## config.mk

```make
export PLATFORM = sky130hd
export DESIGN_NAME = pipelined_control_unit
export DESIGN_NICKNAME = d
export VERILOG_FILES = /design/src/rtl/control_pkg.sv /design/src/rtl/opcode_decoder.sv /design/src/rtl/pipelined_control_unit.sv
export SDC_FILE = /design/constraint.sdc
export NUM_CORES = 1
export LEC_CHECK = 0
export CORE_MARGIN = 2
export CORE_UTILIZATION = 46
export DETAILED_ROUTE_END_ITERATION = 6
export PLACE_DENSITY = 0.78
export REMOVE_ABC_BUFFERS = 1
export SLEW_MARGIN = 0
export SYNTH_ARGS = -nofsm -noshare
export SYNTH_HDL_FRONTEND = slang
export SYNTH_SLANG_ARGS = --single-unit
```

## constraint.sdc

```tcl
create_clock -name clk -period 2.3 [get_ports clk]
set_input_delay 0.46 -clock clk [delete_from_list [all_inputs] [get_ports clk]]
set_output_delay 0.46 -clock clk [all_outputs]
set_load 0.1 [all_outputs]
```

## src/rtl/control_pkg.sv

```systemverilog
// Shared opcode, ALUOp and control-bundle definitions for the pipelined control path.
package control_pkg;

   localparam int OPCODE_W    = 7;
   localparam int ALU_OP_BITS = 2;

   localparam logic [OPCODE_W-1:0] ALU_R     = 7'b0110011;
   localparam logic [OPCODE_W-1:0] ALU_I     = 7'b0010011;
   localparam logic [OPCODE_W-1:0] LOAD      = 7'b0000011;
   localparam logic [OPCODE_W-1:0] STORE     = 7'b0100011;
   localparam logic [OPCODE_W-1:0] BRANCH_EQ = 7'b1100011;
   localparam logic [OPCODE_W-1:0] JAL       = 7'b1101111;
   localparam logic [OPCODE_W-1:0] JALR      = 7'b1100111;
   localparam logic [OPCODE_W-1:0] LUI       = 7'b0110111;
   localparam logic [OPCODE_W-1:0] AUIPC     = 7'b0010111;

   localparam logic [ALU_OP_BITS-1:0] ADD    = 2'b00;
   localparam logic [ALU_OP_BITS-1:0] SUB    = 2'b01;
   localparam logic [ALU_OP_BITS-1:0] R_TYPE = 2'b10;
   localparam logic [ALU_OP_BITS-1:0] PASS_B = 2'b11;

   typedef struct packed {
      logic [ALU_OP_BITS-1:0] alu_op;
      logic                   alu_src;
      logic                   alu_src_a_pc;
      logic                   branch;
      logic                   jump;
      logic                   jalr;
      logic                   mem_read;
      logic                   mem_write;
      logic                   reg_write;
      logic                   mem_2_reg;
      logic                   link;
   } ctrl_t;

   // Subset still needed once the instruction has left EX.
   typedef struct packed {
      logic mem_read;
      logic mem_write;
      logic branch;
      logic jump;
      logic reg_write;
      logic mem_2_reg;
      logic link;
   } mem_ctrl_t;

   typedef struct packed {
      logic reg_write;
      logic mem_2_reg;
      logic link;
   } wb_ctrl_t;

   localparam ctrl_t     CTRL_NONE     = '0;
   localparam mem_ctrl_t MEM_CTRL_NONE = '0;
   localparam wb_ctrl_t  WB_CTRL_NONE  = '0;

   function automatic mem_ctrl_t to_mem_ctrl(input ctrl_t c);
      mem_ctrl_t m;
      m.mem_read  = c.mem_read;
      m.mem_write = c.mem_write;
      m.branch    = c.branch;
      m.jump      = c.jump;
      m.reg_write = c.reg_write;
      m.mem_2_reg = c.mem_2_reg;
      m.link      = c.link;
      return m;
   endfunction

   function automatic wb_ctrl_t to_wb_ctrl(input mem_ctrl_t m);
      wb_ctrl_t w;
      w.reg_write = m.reg_write;
      w.mem_2_reg = m.mem_2_reg;
      w.link      = m.link;
      return w;
   endfunction

endpackage

```

## src/rtl/opcode_decoder.sv

```systemverilog
// Combinational RISC-V opcode decode into the control bundle; unknown opcodes give an empty bundle.
module opcode_decoder
   import control_pkg::*;
(
   input  logic [OPCODE_W-1:0] opcode,
   output ctrl_t               ctrl,
   output logic                illegal
);

   always_comb begin
      ctrl    = CTRL_NONE;
      illegal = 1'b0;
      case (opcode)
         ALU_R: begin
            ctrl.reg_write = 1'b1;
            ctrl.alu_op    = R_TYPE;
         end
         ALU_I: begin
            ctrl.alu_src   = 1'b1;
            ctrl.reg_write = 1'b1;
            ctrl.alu_op    = ADD;
         end
         LOAD: begin
            ctrl.alu_src   = 1'b1;
            ctrl.mem_read  = 1'b1;
            ctrl.mem_2_reg = 1'b1;
            ctrl.reg_write = 1'b1;
            ctrl.alu_op    = ADD;
         end
         STORE: begin
            ctrl.alu_src   = 1'b1;
            ctrl.mem_write = 1'b1;
            ctrl.alu_op    = ADD;
         end
         BRANCH_EQ: begin
            ctrl.branch = 1'b1;
            ctrl.alu_op = SUB;
         end
         JAL: begin
            ctrl.branch    = 1'b1;
            ctrl.jump      = 1'b1;
            ctrl.reg_write = 1'b1;
            ctrl.link      = 1'b1;
            ctrl.alu_op    = ADD;
         end
         JALR: begin
            ctrl.jump      = 1'b1;
            ctrl.jalr      = 1'b1;
            ctrl.alu_src   = 1'b1;
            ctrl.reg_write = 1'b1;
            ctrl.link      = 1'b1;
            ctrl.alu_op    = ADD;
         end
         LUI: begin
            ctrl.alu_src   = 1'b1;
            ctrl.reg_write = 1'b1;
            ctrl.alu_op    = PASS_B;
         end
         AUIPC: begin
            ctrl.alu_src      = 1'b1;
            ctrl.alu_src_a_pc = 1'b1;
            ctrl.reg_write    = 1'b1;
            ctrl.alu_op       = ADD;
         end
         default: illegal = 1'b1;
      endcase
   end

endmodule

```

## src/rtl/pipelined_control_unit.sv

```systemverilog
// Pipelined control path: decode in ID, bundle carried through ID/EX, EX/MEM and MEM/WB
// with load-use detection, external stall and branch flush.
module pipelined_control_unit
   import control_pkg::*;
#(
   parameter int REG_ADDR_W = 5,
   parameter int HAZARD_EN  = 1,
   parameter int ALU_OP_W   = 2
)
(
   input  logic                  clk,
   input  logic                  rst_n,
   input  logic                  id_valid,
   input  logic [OPCODE_W-1:0]   id_opcode,
   input  logic [REG_ADDR_W-1:0] id_rs1,
   input  logic [REG_ADDR_W-1:0] id_rs2,
   input  logic [REG_ADDR_W-1:0] id_rd,
   input  logic                  stall_ext,
   input  logic                  flush,
   output logic                  load_use_stall,
   output logic                  illegal_op,
   output logic                  ex_valid,
   output logic [ALU_OP_W-1:0]   ex_alu_op,
   output logic                  ex_alu_src,
   output logic                  ex_alu_src_a_pc,
   output logic                  ex_branch,
   output logic                  ex_jump,
   output logic                  ex_jalr,
   output logic                  mem_valid,
   output logic                  mem_mem_read,
   output logic                  mem_mem_write,
   output logic                  mem_branch,
   output logic                  mem_jump,
   output logic                  wb_valid,
   output logic                  wb_reg_write,
   output logic                  wb_mem_2_reg,
   output logic                  wb_link,
   output logic [REG_ADDR_W-1:0] wb_rd
);

   ctrl_t                 id_ctrl;
   logic                  id_illegal;
   logic                  id_take;

   ctrl_t                 ex_ctrl;
   logic                  ex_v;
   logic [REG_ADDR_W-1:0] ex_rd;

   mem_ctrl_t             mem_ctrl;
   logic                  mem_v;
   logic [REG_ADDR_W-1:0] mem_rd;

   wb_ctrl_t              wb_ctrl;
   logic                  wb_v;
   logic [REG_ADDR_W-1:0] wb_rd_q;

   logic                  rs_match;
   logic                  hazard;

   opcode_decoder u_opcode_decoder (
      .opcode  (id_opcode),
      .ctrl    (id_ctrl),
      .illegal (id_illegal)
   );

   assign id_take    = id_valid && !id_illegal;
   assign illegal_op = id_valid && id_illegal;

   // rs2 is compared even for formats without one; a spurious stall is harmless.
   assign rs_match = (ex_rd == id_rs1) || (ex_rd == id_rs2);
   assign hazard   = (HAZARD_EN != 0) && id_valid && ex_v && ex_ctrl.mem_read &&
                     (ex_rd != '0) && rs_match;
   assign load_use_stall = hazard;

   always_ff @(posedge clk) begin
      if (!rst_n) begin
         ex_v     <= 1'b0;
         ex_ctrl  <= CTRL_NONE;
         ex_rd    <= '0;
         mem_v    <= 1'b0;
         mem_ctrl <= MEM_CTRL_NONE;
         mem_rd   <= '0;
         wb_v     <= 1'b0;
         wb_ctrl  <= WB_CTRL_NONE;
         wb_rd_q  <= '0;
      end else if (!stall_ext) begin
         // MEM/WB advances under flush too: the resolving branch in MEM must retire.
         wb_v    <= mem_v;
         wb_ctrl <= to_wb_ctrl(mem_ctrl);
         wb_rd_q <= mem_rd;

         if (flush) begin
            mem_v    <= 1'b0;
            mem_ctrl <= MEM_CTRL_NONE;
            mem_rd   <= '0;
         end else begin
            mem_v    <= ex_v;
            mem_ctrl <= to_mem_ctrl(ex_ctrl);
            mem_rd   <= ex_rd;
         end

         if (flush || hazard || !id_take) begin
            ex_v    <= 1'b0;
            ex_ctrl <= CTRL_NONE;
            ex_rd   <= '0;
         end else begin
            ex_v    <= 1'b1;
            ex_ctrl <= id_ctrl;
            ex_rd   <= id_rd;
         end
      end
   end

   assign ex_valid        = ex_v;
   assign ex_alu_op       = ALU_OP_W'(ex_ctrl.alu_op);
   assign ex_alu_src      = ex_ctrl.alu_src;
   assign ex_alu_src_a_pc = ex_ctrl.alu_src_a_pc;
   assign ex_branch       = ex_ctrl.branch;
   assign ex_jump         = ex_ctrl.jump;
   assign ex_jalr         = ex_ctrl.jalr;

   assign mem_valid     = mem_v;
   assign mem_mem_read  = mem_ctrl.mem_read;
   assign mem_mem_write = mem_ctrl.mem_write;
   assign mem_branch    = mem_ctrl.branch;
   assign mem_jump      = mem_ctrl.jump;

   assign wb_valid     = wb_v;
   assign wb_reg_write = wb_ctrl.reg_write;
   assign wb_mem_2_reg = wb_ctrl.mem_2_reg;
   assign wb_link      = wb_ctrl.link;
   assign wb_rd        = wb_rd_q;

endmodule

```

### Word level (Yosys, flattened, before mapping)

Cells that the tools add are included.

| word-level totals | value |
|---|---|
| register bits after elaboration | 40 |
| bits in latches | 0 |
| RAM bits | 0 |
| ROM bits | 0 |
| input port bits | 27 |
| memories | 0 |

| operators by class | value |
|---|---|
| $add $sub $neg | 0 |
| multiply operators | 0 |
| divide/modulo/power cells | 0 |
| order comparisons | 0 |
| equality and inequality tests | 11 |
| shifts and indexed selects | 0 |
| mux-type cells | 16 |
| bitwise operators | 0 |
| reduce and logical (&&, ||, !) cells | 16 |

Operators by type and width:

| cell | count |
|---|---|
| equality test 7 x 6 -> 1 bit (second input constant) | 3 |
| equality test 7 bit (second input constant) | 3 |
| equality test 7 x 5 -> 1 bit (second input constant) | 2 |
| 2-to-1 mux 12 bit | 1 |
| 2-to-1 mux 1 bit | 11 |
| equality test 5 bit | 2 |
| 2-to-1 mux 5 bit | 2 |
| OR reduction 9 bit | 1 |
| equality test 7 x 2 -> 1 bit (second input constant) | 1 |
| 2-to-1 mux 7 bit | 1 |
| OR reduction 7 bit | 1 |
| logical AND 1 bit | 6 |
| one-hot mux 2 bit (3 select lines) | 1 |
| OR reduction 6 bit | 1 |
| nonzero test 5 bit | 1 |
| OR reduction 2 bit | 2 |
| logical OR 1 bit | 3 |
| logical NOT 1 bit | 1 |

### Logic depth before layout (Yosys ltp)

| logic depth | value |
|---|---|
| word-level depth | 7 |
| gate-level depth with buffers | 6 |
| mapped depth without buffers | 5 |

### Hierarchy

From an unflattened synthesis, not the netlist that was laid out.

| second synthesis, totals | value |
|---|---|
| cell total of the unflattened synthesis | 246 |
| area total of the unflattened synthesis | 2159.6 µm² |

Modules (own cells, without submodules):

| module | instances | cells each | area an instance (µm²) | sequential area each (µm²) |
|---|---|---|---|---|
| pipelined_control_unit | 1 | 210 | 1919.3 | 800.8 |
| opcode_decoder | 1 | 36 | 240.2 | 0.0 |

### Worst setup path before layout

No wires, ideal clock.

| timing path | value |
|---|---|
| path type | register to output |
| start point | register ex_v (netlist: ex_valid) |
| end point | output port load_use_stall |
| arrival | 2.417 ns |
| required time | 1.840 ns |
| setup slack | -0.577 ns |
| cell stages (with the launch flop) | 4 |
| path buffers | 1 |
| path through | dfxtp_1 -> o2111ai_1 -> nor2_1 -> clkbuf_1 |

| between the ends | value |
|---|---|
| word-level cells in the longest chain between the ends | 4 |

Ends and longest elaborated chain:

| element | RTL line | RTL |
|---|---|---|
| start, declared | pipelined_control_unit.sv:46 | `logic ex_v;` |
| start signal, assigned | pipelined_control_unit.sv:77 | `ex_v <= 1'b0;` |
| start signal, assigned | pipelined_control_unit.sv:103 | `ex_v <= 1'b0;` |
| start signal, assigned | pipelined_control_unit.sv:107 | `ex_v <= 1'b1;` |
| logical AND 1 bit (3 in series) | pipelined_control_unit.sv:71 | `assign hazard = (HAZARD_EN != 0) && id_valid && ex_v && ex_ctrl.mem_read &&` |
| logical AND 1 bit | pipelined_control_unit.sv:72 | `(ex_rd != '0) && rs_match;` |
| end, declared | pipelined_control_unit.sv:20 | `output logic load_use_stall,` |

Every way passes these cells.

### Worst setup path after layout

| timing path | value |
|---|---|
| start point | register ex_rd[1] |
| end point | output port load_use_stall |

| between the ends | value |
|---|---|
| word-level cells in the longest chain between the ends | 3 |
| elaborated cells on any way between the ends | 6 |

Ends and longest elaborated chain:

| element | RTL line | RTL |
|---|---|---|
| start, declared | pipelined_control_unit.sv:47 | `logic [REG_ADDR_W-1:0] ex_rd;` |
| start signal, assigned | pipelined_control_unit.sv:109 | `ex_rd <= id_rd;` |
| equality test 5 bit or nonzero test 5 bit (tied branches) | pipelined_control_unit.sv:70, pipelined_control_unit.sv:72 |  |
| logical OR 1 bit or logical AND 1 bit (tied branches) | pipelined_control_unit.sv:70, pipelined_control_unit.sv:71 |  |
| logical AND 1 bit * | pipelined_control_unit.sv:72 |  |

Mark *: on every way between the ends. The rest lies on a longest branch, timed or not.

==> results by group <==
Setup path
  – R2R cell count: 5
  – RR Endpoint: ex_rd[0]
  – R2R Setup Slk: ~0.50 ns
  – Critical path arrival: between 1.5 and 2 ns
  – Worst Setup Start Kind: flip-flop
  – Worst Setup Path Type: flip-flop to output port
  – Critical path fanouts, max: 5
  – CP Capture Type: output port
  – Critical Path Max Stage Delay: 0.54 ns
  – Count of buffer and inverter cells on the critical path: 1
  – Cells along the critical path: or4_1 -> o2111ai_2 -> nor2_4 -> buf_12
  – R2R Path Start: ex_rd[1]
  – Worst EP required: approximately 1.8 ns
  – Top delay family on crit path: simple AND/OR/NAND/NOR gates
  – Slowest CP cell: or4_1

Final layout
  – Fillers: 313
  – Layout area overhead: 40.0%
  – Final #Nets: ~270
  – Sequential Area: a little over 700 um2
  – Antenna Diode Count: 0
  – Area of the multi-input gates: 867 um2
  – Layout cell share with drive strength beyond 1: approximately 23%

Floorplanning
  – IO Count: 51
  – Die height: about 63 um
  – Num rows: 21
  – Core area: about 0.0034 mm2
  – Full die area: a little over 0.004 mm2
  – Starting Density: approximately half
  – Die extent in x: between 60 and 70 um

Pwr
  – Clock network power share: between 20% and 30%
  – Total power per unit cell area: approximately 470 mW/mm2
  – Int Power: about 0.00081 W
  – Logic pwr share: 13.6%
  – Maximum VDD drop: roughly 350 uV
  – Reg power frac: between 50% and 60%
  – Static leakage power: between 0.9 and 1 nW
  – Net Sw Frac: between 20% and 30%
  – NetSw: around 0.00027 W

Yosys
  – Yosys reg bits: 36
  – Post-synth EDFFs: 0
  – Syn_area_per_cell: about 8.9 um2
  – Cells after synthesis: between 150 and 200
  – Post-synthesis async set-or-reset flop share: 0%
  – Commonest cells in the netlist: dfxtp_1 (36), nor2b_1 (21), nand2_1 (19)
  – Netlist cell types: 34
  – Post-synthesis mux area share: between 5 and 6%
  – Fraction of the mapped netlist area in simple logic gates: about 26%
  – Sequential share of the synthesized area: between 40 and 50%
  – Ys flop type: dfxtp_1
  – Post-Synth Adder-Cell Area: 0%
  – Top cell type's share of synthesized area: around 44%
  – Top cell type by total area after synthesis: dfxtp_1
  – Area share of xor/xnor cells in the synthesized design: slightly below 6%
  – Ys Warns: 0
  – Synth top area cells: dfxtp_1 (44%), nor2b_1 (8.1%), mux2i_1 (5.5%)
  – Compound-Gate Fraction of Synth Area: about 14%
  – Largest family of logic cells by synthesized area: simple AND/OR/NAND/NOR gates
  – Post-Syn Area: approximately 0.0016 mm2
  – Count leader, synth: dfxtp_1

Placed design
  – Dpl hpwl: 2910 um
  – GP Congestion: between 0.8 and 0.9
  – Port Buffers: 50

Clocking
  – Worst-path clk slew: 0.10 ns
  – CTS sink cnt: 36
  – CTS Buf Count: 5
  – H-tree depth: 2
  – Clock root cell: clkbuf_4
  – Clk buf depth: 2
  – CTS tree: done
  – Worst-Skew Late Latency: about 0.34 ns

Timing
  – Final period util: between 90% and 100%
  – Max Slew Vio Count: 0
  – Minimum clock period: 2.23 ns
  – Unrepaired setup endpoints after global routing: false
  – Slew headroom: approximately three quarters
  – Setup TNS Final: 0 ns
  – Hold WS: 0.453 ns
  – Worst Max-Slew Pin Slew: roughly 0.38 ns
  – Clock Skews: just under 0.006 ns
  – Setup Viol. Count Final: 0
  – FMAX: 449 MHz
  – Final hold vios: 0

Min path
  – Hold EP: ex_alu_op[0]
  – Hold depth: 2
  – Worst hold path class: flip-flop to flip-flop
  – Worst Hold Launch: ex_alu_op[0]

Drt
  – Drt total wl: between 3000 and 4000 um
  – Vias per inst: 5.14
  – Pre-antenna DRT Iters: 4
  – DRC viols: 0
  – Via count of the routed design: approximately 1500
  – Post-route ant nets: 0
  – Wire per inst: 13.7 um
  – Detailed router's first-iteration violation count: slightly below 100

GRT
  – Total grt overflow: 0
  – Vias in the first global route: 1419
  – First-pass GRT wire length: ~6500 um
  – Initial antenna violation count: 0
  – Pin count of the biggest net entering global routing: 33
  – Tot GR Track Use: 20.9%

Run
  – Max-cap violations: 0

Outcome
  – Status: completed
## metal layers
| metal | vias up | GRT usage (%) | part of all wire, % |
|---|---|---|---|
| met5 | - | 0 | 0 |
| met4 | 0 | 9.78 | 2.1 |
| met3 | 5 | 5.00 | 6.2 |
| met2 | 54 | 34.9 | 49 |
| met1 | 675 | 25.4 | 43 |
| li1 | 736 | - | - |
## cells by family after synthesis
group,count (synthesis)
mux,9
buf+inv,16
simple gates,73
xor+xnor,11
flops,36
compound gates,38
## cells in the final DEF, fill, tap and decap left out, types with 9 or more instances in the layout
master | synthesis | routed
xor2_1 | 10 | 10
nor3b_1 | 11 | 11
a21oi_1 | 14 | 13
nor2b_1 | 21 | 20
dfxtp_1 | 36 | 34
clkdlybuf4s50_1 | 0 | 26
nand2_1 | 19 | 19
buf_4 | 2 | 37
mux2i_1 | 9 | 9
o21ai_1 | 11 | 11
## metrics by stage
| stage | setup WS, ns | util (%) | power, W | instance area [um2] | instances |
|---|---|---|---|---|---|
| floorplan | -0.992 | - | 0.000684 | 1560 | 168 |
| global placement | -0.0144 | 65.1 | 0.000779 | 2190 | 278 |
| detailed placement | -0.0694 | 65.1 | 0.000782 | 2190 | 278 |
| CTS | 0.00872 | 66.8 | 0.00109 | 2250 | 285 |
| global route | 0.00257 | 67.7 | 0.00113 | 2280 | 286 |
| finish | 0.0713 | 67.7 | 0.00108 | 2280 | 286 |
## cell type report
class	instances	area share (%)
timing repair buffer	65	25.4
sequential	36	31.8
clock inverter	1	0.220
multi-input combinational	131	38.1
clock buffer	6	1.81
inverter	1	0.165
tap	46	2.53
## repair_timing
item | in CTS | in global routing
gates resized for setup | 3 | 6
pin swaps | 1 | 2
hold buffers | 0 | 0
endpoints found under the setup margin | 2 | 2
buffers inserted | 0 | 1
## power groups by stage
stage	Combinational, W	Sequential (W)	Clock (W)
final	0.000147	0.000625	0.000309
after global routing	0.000157	0.000625	0.000348
after CTS	0.000144	0.000625	0.000316
after detailed placement	0.000143	0.000639	0
after global placement	0.000140	0.000639	0
after floorplan	0.0000427	0.000642	0
## worst max path at each step
stage	start	to	slack (ns)	cells after the start
global route	id_opcode[6]	illegal_op	0.003	7
global placement	id_rs1[2]	load_use_stall	-0.01	6
detailed placement	id_rs1[0]	load_use_stall	-0.07	6
CTS	id_rs1[0]	load_use_stall	0.009	6
floorplan	ex_valid	load_use_stall	-0.99	2
finish	ex_rd[1]	load_use_stall	0.07	4
## worst reg2reg max path: cells and delay by family, from the launching register on
kind / cells / cell delay, ns
DFF: 1 / 0.37
buffers and inverters: 1 / 0.16
and+or+nand+nor: 1 / 0.54
AOI/OAI and AO/OA: 3 / 0.69
Power figures use the tool's default switching activity.
